--- src/rtl/lmb_bram_port_ctrl_pkg.sv ---
// Shared definitions for the LMB BRAM port controller and the BRAM block:
// default address map, derived widths and response-record layout.
package lmb_bram_port_ctrl_pkg;

  localparam logic [31:0] LMB_DEF_BASEADDR = 32'h0000_0000;
  localparam logic [31:0] LMB_DEF_HIGHADDR = 32'h0000_7FFF;
  localparam logic [31:0] LMB_DEF_MEMSIZE  = 32'h0000_8000;

  localparam int LMB_DEF_AWIDTH = 32;
  localparam int LMB_DEF_DWIDTH = 32;
  localparam int LMB_DEF_NUM_WE = 4;

  // Number of byte-offset address bits cleared to form a word address.
  localparam int LMB_ADDR_LSB_BITS = 2;

  // Response FIFO depth; the controller's flow control assumes exactly two.
  localparam int LMB_RSP_FIFO_DEPTH = 2;

  // Width of one byte lane given the data width and number of write enables.
  function automatic int lmbLaneWidth(input int dWidth, input int numWe);
    return dWidth / numWe;
  endfunction

  // A response record is the read data plus one error flag in the MSB.
  function automatic int lmbRspRecWidth(input int dWidth);
    return dWidth + 1;
  endfunction

endpackage

--- src/rtl/lmb_rsp_fifo.sv ---
// Two-entry response FIFO. Entry 0 is always the head, so the output is a
// plain register. Push and pop in the same cycle are allowed at any fill level
// that makes them legal, without losing or reordering records.
module lmb_rsp_fifo
  import lmb_bram_port_ctrl_pkg::*;
#(
  parameter int WIDTH = 33
) (
  input  logic             clk_i,
  input  logic             rst_ni,
  input  logic             push_i,
  input  logic [WIDTH-1:0] pushData_i,
  input  logic             pop_i,
  output logic [WIDTH-1:0] head_o,
  output logic [1:0]       count_o
);

  localparam logic [1:0] FULL_COUNT = 2'(LMB_RSP_FIFO_DEPTH);

  logic [WIDTH-1:0] entry0_q, entry0_d;
  logic [WIDTH-1:0] entry1_q, entry1_d;
  logic [1:0]       count_q, count_d;
  logic             doPop;
  logic             doPush;

  assign doPop   = pop_i && (count_q != 2'd0);
  assign doPush  = push_i && ((count_q != FULL_COUNT) || doPop);
  assign head_o  = entry0_q;
  assign count_o = count_q;

  // Next-state: popping shifts entry 1 into the head; a push lands in the
  // first slot that is free after any simultaneous pop.
  always_comb begin
    entry0_d = entry0_q;
    entry1_d = entry1_q;
    count_d  = count_q;
    case ({doPush, doPop})
      2'b01: begin
        entry0_d = entry1_q;
        count_d  = count_q - 2'd1;
      end
      2'b10: begin
        if (count_q == 2'd0) begin
          entry0_d = pushData_i;
        end else begin
          entry1_d = pushData_i;
        end
        count_d = count_q + 2'd1;
      end
      2'b11: begin
        if (count_q == 2'd1) begin
          entry0_d = pushData_i;
        end else begin
          entry0_d = entry1_q;
          entry1_d = pushData_i;
        end
      end
      default: begin
      end
    endcase
  end

  // Storage and fill level; reset empties the FIFO immediately.
  always_ff @(posedge clk_i or negedge rst_ni) begin
    if (!rst_ni) begin
      entry0_q <= '0;
      entry1_q <= '0;
      count_q  <= 2'd0;
    end else begin
      entry0_q <= entry0_d;
      entry1_q <= entry1_d;
      count_q  <= count_d;
    end
  end

endmodule

--- src/rtl/lmb_bram_port_ctrl.sv ---
// LMB-style request/response front end for a single BRAM port. Requests are
// decoded against the address window and forwarded to the BRAM in the accept
// cycle; the one-cycle BRAM read result is collected into a two-entry FIFO
// that feeds the response channel in request order.
module lmb_bram_port_ctrl
  import lmb_bram_port_ctrl_pkg::*;
#(
  parameter int                       C_PORT_AWIDTH = LMB_DEF_AWIDTH,
  parameter int                       C_PORT_DWIDTH = LMB_DEF_DWIDTH,
  parameter int                       C_NUM_WE      = LMB_DEF_NUM_WE,
  parameter logic [0:C_PORT_AWIDTH-1] C_BASEADDR    = LMB_DEF_BASEADDR,
  parameter logic [0:C_PORT_AWIDTH-1] C_HIGHADDR    = LMB_DEF_HIGHADDR
) (
  input  logic                     LMB_Clk,
  input  logic                     LMB_Rst_N,
  input  logic                     Req_Valid,
  output logic                     Req_Ready,
  input  logic                     Req_Write,
  input  logic [0:C_PORT_AWIDTH-1] Req_Addr,
  input  logic [0:C_NUM_WE-1]      Req_BE,
  input  logic [0:C_PORT_DWIDTH-1] Req_WData,
  output logic                     Rsp_Valid,
  input  logic                     Rsp_Ready,
  output logic [0:C_PORT_DWIDTH-1] Rsp_RData,
  output logic                     Rsp_Err,
  output logic                     BRAM_Clk,
  output logic                     BRAM_Rst,
  output logic                     BRAM_EN,
  output logic [0:C_NUM_WE-1]      BRAM_WEN,
  output logic [0:C_PORT_AWIDTH-1] BRAM_Addr,
  output logic [0:C_PORT_DWIDTH-1] BRAM_Dout,
  input  logic [0:C_PORT_DWIDTH-1] BRAM_Din
);

  localparam int RSP_W = lmbRspRecWidth(C_PORT_DWIDTH);

  // Window test as a single unsigned compare of the offset from the base, so
  // addresses below the base wrap to large offsets and fall outside.
  localparam logic [0:C_PORT_AWIDTH-1] ADDR_SPAN = C_HIGHADDR - C_BASEADDR;

  logic [0:C_PORT_AWIDTH-1] addrOffset;
  logic                     hit;
  logic                     accept;
  logic                     acceptHit;
  logic                     rspPop;
  logic [2:0]               occupancy;

  logic                     infValid_q, infValid_d;
  logic                     infWrite_q, infWrite_d;
  logic                     infErr_q, infErr_d;

  logic [0:C_PORT_DWIDTH-1] pushRData;
  logic [RSP_W-1:0]         pushRec;
  logic [RSP_W-1:0]         fifoHead;
  logic [1:0]               fifoCount;

  assign addrOffset = Req_Addr - C_BASEADDR;
  assign hit        = (addrOffset <= ADDR_SPAN);

  // A slot is reserved for every request between accept and response. A pop
  // in the current cycle frees a slot, which is what lets the port stream one
  // request per cycle while the consumer keeps up. Held low during reset so
  // nothing reaches the BRAM.
  assign rspPop    = Rsp_Valid && Rsp_Ready;
  assign occupancy = {1'b0, fifoCount} + {2'b00, infValid_q};
  assign Req_Ready = LMB_Rst_N && ((occupancy - {2'b00, rspPop}) < 3'd2);

  assign accept    = Req_Valid && Req_Ready;
  assign acceptHit = accept && hit;

  assign BRAM_Clk  = LMB_Clk;
  assign BRAM_Rst  = ~LMB_Rst_N;
  assign BRAM_EN   = acceptHit;
  assign BRAM_WEN  = (acceptHit && Req_Write) ? Req_BE : '0;
  assign BRAM_Addr = {Req_Addr[0:C_PORT_AWIDTH-LMB_ADDR_LSB_BITS-1], {LMB_ADDR_LSB_BITS{1'b0}}};
  assign BRAM_Dout = Req_WData;

  // Capture what kind of request was accepted so its response can be built
  // when the BRAM data arrives one cycle later.
  always_comb begin
    infValid_d = accept;
    infWrite_d = accept ? Req_Write : infWrite_q;
    infErr_d   = accept ? !hit : infErr_q;
  end

  // In-flight record register; reset drops any request accepted this cycle.
  always_ff @(posedge LMB_Clk or negedge LMB_Rst_N) begin
    if (!LMB_Rst_N) begin
      infValid_q <= 1'b0;
      infWrite_q <= 1'b0;
      infErr_q   <= 1'b0;
    end else begin
      infValid_q <= infValid_d;
      infWrite_q <= infWrite_d;
      infErr_q   <= infErr_d;
    end
  end

  assign pushRData = (infValid_q && !infWrite_q && !infErr_q) ? BRAM_Din : '0;
  assign pushRec   = {infErr_q, pushRData};

  lmb_rsp_fifo #(
    .WIDTH(RSP_W)
  ) u_rsp_fifo (
    .clk_i      (LMB_Clk),
    .rst_ni     (LMB_Rst_N),
    .push_i     (infValid_q),
    .pushData_i (pushRec),
    .pop_i      (rspPop),
    .head_o     (fifoHead),
    .count_o    (fifoCount)
  );

  assign Rsp_Valid = (fifoCount != 2'd0);
  assign Rsp_Err   = Rsp_Valid && fifoHead[RSP_W-1];
  assign Rsp_RData = Rsp_Valid ? fifoHead[C_PORT_DWIDTH-1:0] : '0;

endmodule

--- config.mk ---
export PLATFORM = sky130hd
export DESIGN_NAME = lmb_bram_port_ctrl
export DESIGN_NICKNAME = d
export VERILOG_FILES = /design/src/rtl/lmb_bram_port_ctrl_pkg.sv /design/src/rtl/lmb_rsp_fifo.sv /design/src/rtl/lmb_bram_port_ctrl.sv
export SDC_FILE = /design/constraint.sdc
export NUM_CORES = 1
export LEC_CHECK = 0
export BUFFER_PORTS_ARGS = -buffer_cell sky130_fd_sc_hd__buf_4
export CORE_AREA = 3 3 110 112
export CTS_BUF_LIST = sky130_fd_sc_hd__clkbuf_8
export DETAILED_ROUTE_END_ITERATION = 6
export DIE_AREA = 0 0 113 115
export HOLD_SLACK_MARGIN = 0.12
export PLACE_DENSITY = 0.7
export SETUP_SLACK_MARGIN = 0.1
export SLEW_MARGIN = 20
export SYNTH_ARGS = -nofsm -noshare
export SYNTH_HDL_FRONTEND = slang
export SYNTH_SLANG_ARGS = --single-unit
export TNS_END_PERCENT = 10
--- constraint.sdc ---
create_clock -name LMB_Clk -period 7.55 [get_ports LMB_Clk]
set_clock_uncertainty 0.1 [all_clocks]
set_input_delay 1.8875 -clock LMB_Clk [delete_from_list [all_inputs] [get_ports LMB_Clk]]
set_output_delay 1.8875 -clock LMB_Clk [all_outputs]
set_load 0.03 [all_outputs]
# Yosys cells after proc, flatten, opt, wreduce, memory -nomap -nowiden
# Index checks and enable logic that the tools add are counted.
[op_classes] bitwise=1 eq_ne=8 add_sub_neg=4 n_mul=0 magnitude_cmp=2 muxes=10 shift=0 n_reduce_logical=21 div_mod_pow=0
[op_table] op="2-to-1 mux 33 bit" count=4
[op_table] op="case mux 33 bit (3 select lines)" count=1
[op_table] op="case mux 33 bit (2 select lines)" count=1
[op_table] op="2-to-1 mux 32 bit" count=2
[op_table] op="<= comparator 32 x 15 -> 1 bit, second input constant" count=1
[op_table] op="logical AND 1 bit" count=10
[op_table] op="inequality test 2 bit, second input constant" count=3
[op_table] op="nonzero test 2 bit" count=3
[op_table] op="== test 2 x 1 -> 1 bit, second input constant" count=2
[op_table] op="== test 2 bit, second input constant" count=2
[op_table] op="2-to-1 mux 4 bit" count=1
[op_table] op="case mux 2 bit (2 select lines)" count=1
[op_table] op="adder 2 x 1 -> 3 bit" count=1
[op_table] op="logical NOT 1 bit" count=3
[op_table] op="< comparator 3 x 2 -> 1 bit, second input constant" count=1
[op_table] op="AND reduction 3 bit" count=1
[op_table] op="nonzero test 3 bit" count=1
[op_table] op="subtractor 3 x 1 -> 3 bit" count=1
[op_table] op="adder 2 x 1 -> 2 bit, second input constant" count=1
[op_table] op="logical NOT 2 bit" count=1
[op_table] op="inequality test 2 x 1 -> 1 bit, second input constant" count=1
[op_table] op="AND reduction 2 bit" count=1
[op_table] op="subtractor 2 x 1 -> 2 bit, second input constant" count=1
[op_table] op="logical OR 1 bit" count=1
[op_table] op="inverter 1 bit" count=1
[totals] regBits=71 mem_bits_ro=0 n_memories=0 latch_bits=0 ramBits=0 input_bits=105 out_inout_bits=106

# Longest topological paths before layout
[depth] ltp_word=9 mapped_depth=12

# Cells and area by module
# A second synthesis with hierarchy kept.
[unflattened] cells_unflattened=380 hier_area_um2=4309.1
[by_module_without_submodules] module="lmb_rsp_fifo" instances=1 area_per_inst_um2=3114.2 cells_per_inst=207
[by_module_without_submodules] module="lmb_bram_port_ctrl" instances=1 area_per_inst_um2=1194.9 cells_per_inst=173

==> impl_metrics.csv <==
group,metric,value,unit
status,outcome,"completed",
logic_synthesis,synth-edff-count,0,
finish,drive_gt1_frac,0.2841,
logic_synthesis,syn_area,4493,µm²
floorplanning,ioPinCount,211,
floorplanning,die_area,13000,µm²
routing,antenna_left,0,
grt,grt_max_degree,65,
power,vdd_drop_max,0.1872,mV
grt,track_usage,0.1836,
routing,routed_wirelength,11860,µm
placed_design,hpwlAfterDp,7694,µm
grt,antenna_found_initial,0,
setup_path,crit_path_max_fanout,2,
routing,wl_met1,4869,µm
setup_path,critPathLaunchType,"clock port",
logic_synthesis,synthArstFlopShare,1.000,
logic_synthesis,yosysWarnings,0,
worst_hold_path,hold_class,"flop to flop",
routing,via_per_inst,5.367,
setup_path,worstSetupPathType,"clock port to primary output",
placed_design,gp_congestion,0.7393,
setup_path,path_delay_family,"buffers and inverters",
sta,setup_tns,0,ns
clock_network,ctsHoldBuffers,0,
placed_design,numPortBuffers,116,
sta,rsz0062_at_grt,"no",
logic_synthesis,synthCells,492,
sta,finalMaxSlewViolations,0,
logic_synthesis,synth_ff_type,"dfrtp_1",
routing,wl_met2,5809,µm
sta,hold_violations,0,
finish,final_core_util,0.4573,
power,powerDensity,415.8,nW/µm²
sta,report.final.setup_viol,0,
grt,grt_pass1_wl,18890,µm
logic_synthesis,synth.avg_cell_area,9.132,µm²
grt,grt_overflow_total,0,
setup_path,critical_path_required,5.56,ns
routing,dr_wl_met3,1004,µm
routing,drtPass1Iterations,5,
clock_network,clkTransAtPathRegs,0.07,ns
floorplanning,die_w,113,µm
run,cap_violations,0,
clock_network,clk-insertion-delay-late,0.44,ns
floorplanning,num_rows,39,
grt,grt_pass1_vias,3837,
floorplanning,start_util,0.3969,
floorplanning,core,11320,µm²
finish,antenna_cells,0,
setup_path,path_cells,"clkbuf_8 > clkbuf_8 > buf_4",
routing,highest_layer,"met4",
routing,vias,3601,
clock_network,cts_setup_buffers,0,
finish,fillerInstances,1098,
clock_network,cts_tree,"yes",
floorplanning,die_y,115,µm
setup_path,crit_path_max_incr_delay,0.16,ns
power,p_leak,2.115,nW
setup_path,cpMaxStageDelayCell,"buf_4",
sta,slew_headroom,0.3185,
setup_path,arrival,4.16,ns
logic_synthesis,yosysUniqueCellTypes,37,
logic_synthesis,ys_seq_area_frac,0.3954,
routing,wl_per_cell,17.67,µm
clock_network,cts_resized,0,
routing,drc,0,
setup_path,rrSetupSlack,3.09,ns
logic_synthesis,ys_ff_latch,71,
routing,drtIter0Drc,184,
setup_path,path_buf_inv,3,
setup_path,end_kind,"primary output",
finish,areaGrowthSynthToFinish,15.23,%
finish,nets,635,
sta,tightest_slew,1.016,ns
setup_path,path_common_cell,"clkbuf_8",
## final cells by class
cell class / count / area, µm² / area share
inverter: 38 / 142.6 / 0.02755
clock inverter: 5 / 82.58 / 0.01595
tap: 143 / 178.9 / 0.03456
sequential: 71 / 1777 / 0.3432
timing repair buffer: 125 / 938.4 / 0.1812
clock buffer: 14 / 186.4 / 0.03601
multi-input combinational: 275 / 1872 / 0.3615
## placed cells by master, fill, tap and decap left out, types with 2 or more instances in the layout
master      instances
buf_4             126
dfrtp_1            71
o211ai_1           65
nand2_1            38
nor3_1             38
inv_1              36
nor2b_1            33
a31oi_1            33
mux2i_1            32
clkbuf_8           13
ha_1                4
nor4_1              3
clkinvlp_4          3
and2_1              2
xnor2_1             2
nor2_1              2
nand4_1             2
and3b_1             2
o21ai_0             2
conb_1              2
bufinv_16           2
## sequential cells by signal (all words and copies together), names as in the netlist
| register | flops |
|---|---|
| infErr_q | 1 |
| infValid_q | 1 |
| u_rsp_fifo.entry1_q | 33 |
| infWrite_q | 1 |
| u_rsp_fifo.count_o | 2 |
| u_rsp_fifo.head_o | 33 |
## layer usage
layer  GRT usage  up-vias
met5           0        -
li1            -     1697
met2      0.2982      152
met4      0.1034        0
met1      0.2183     1726
met3     0.05421       26
## worst register-to-register path: cells and delay by family (launching register included)
family / cells / cell delay, ns
AOI/OAI and AO/OA: 2 / 0.63
DFF: 1 / 0.45
adders and majority gates: 2 / 1.51
and+or+nand+nor: 1 / 0.15
buffers and inverters: 4 / 1.44
## through the flow
stage,total power [mW],instances,setup slack (ns),hold WS [ns],instance area [µm²]
floorplan,1.499,493,1.259,0.3584,4497
global placement,1.756,653,1.643,0.3689,4916
detailed placement,1.790,653,1.630,0.3858,4916
CTS,2.179,671,1.400,0.4039,5177
global route,2.312,671,1.396,0.4477,5177
finish,2.153,671,1.407,0.4040,5177
## worst paths after layout
| kind | start | end | cells past startpoint |
|---|---|---|---|
| min in group asynchronous | LMB_Rst_N | u_rsp_fifo.entry1_q[20] | 1 |
| worst max-delay path | LMB_Clk | BRAM_Clk | 3 |
| worst min-delay path | u_rsp_fifo.entry1_q[32] | u_rsp_fifo.entry1_q[32] | 1 |
| max in group asynchronous | LMB_Rst_N | u_rsp_fifo.head_o[17] | 2 |
| worst max register to register | u_rsp_fifo.count_o[1] | u_rsp_fifo.head_o[0] | 9 |
| worst min register to register | u_rsp_fifo.entry1_q[32] | u_rsp_fifo.entry1_q[32] | 1 |
## power breakdown
group	total (mW)	internal (mW)	leakage (nW)	switching, mW
Sequential	0.667	0.564	0.897	0.103
Combinational	1.09	0.433	1.09	0.653
Clock	0.400	0.234	0.127	0.167
Total	2.15	1.23	2.12	0.923
## cell usage after synthesis (all sizes together), types with 3 or more instances
library cell   n  area share
inv           38       0.032
nor3          38       0.042
buf           86        0.14
nor4           3      0.0042
dfrtp         71        0.40
nand2         38       0.032
o211ai        65        0.11
ha             5       0.014
nor2b         33       0.046
a31oi         33       0.046
mux2i         32       0.071
clkbuf        23       0.019
## logic make-up after synthesis
logic type,synth area share
AND/OR/NAND/NOR,0.1454
other,0.0008346
XOR/XNOR,0.005849
flip-flops,0.3954
AO/OA/AOI/OAI,0.1674
multiplexers,0.07630
adder cells (fa/ha/maj),0.01838
buffers and inverters,0.1905
Power figures use the tool's default switching activity.
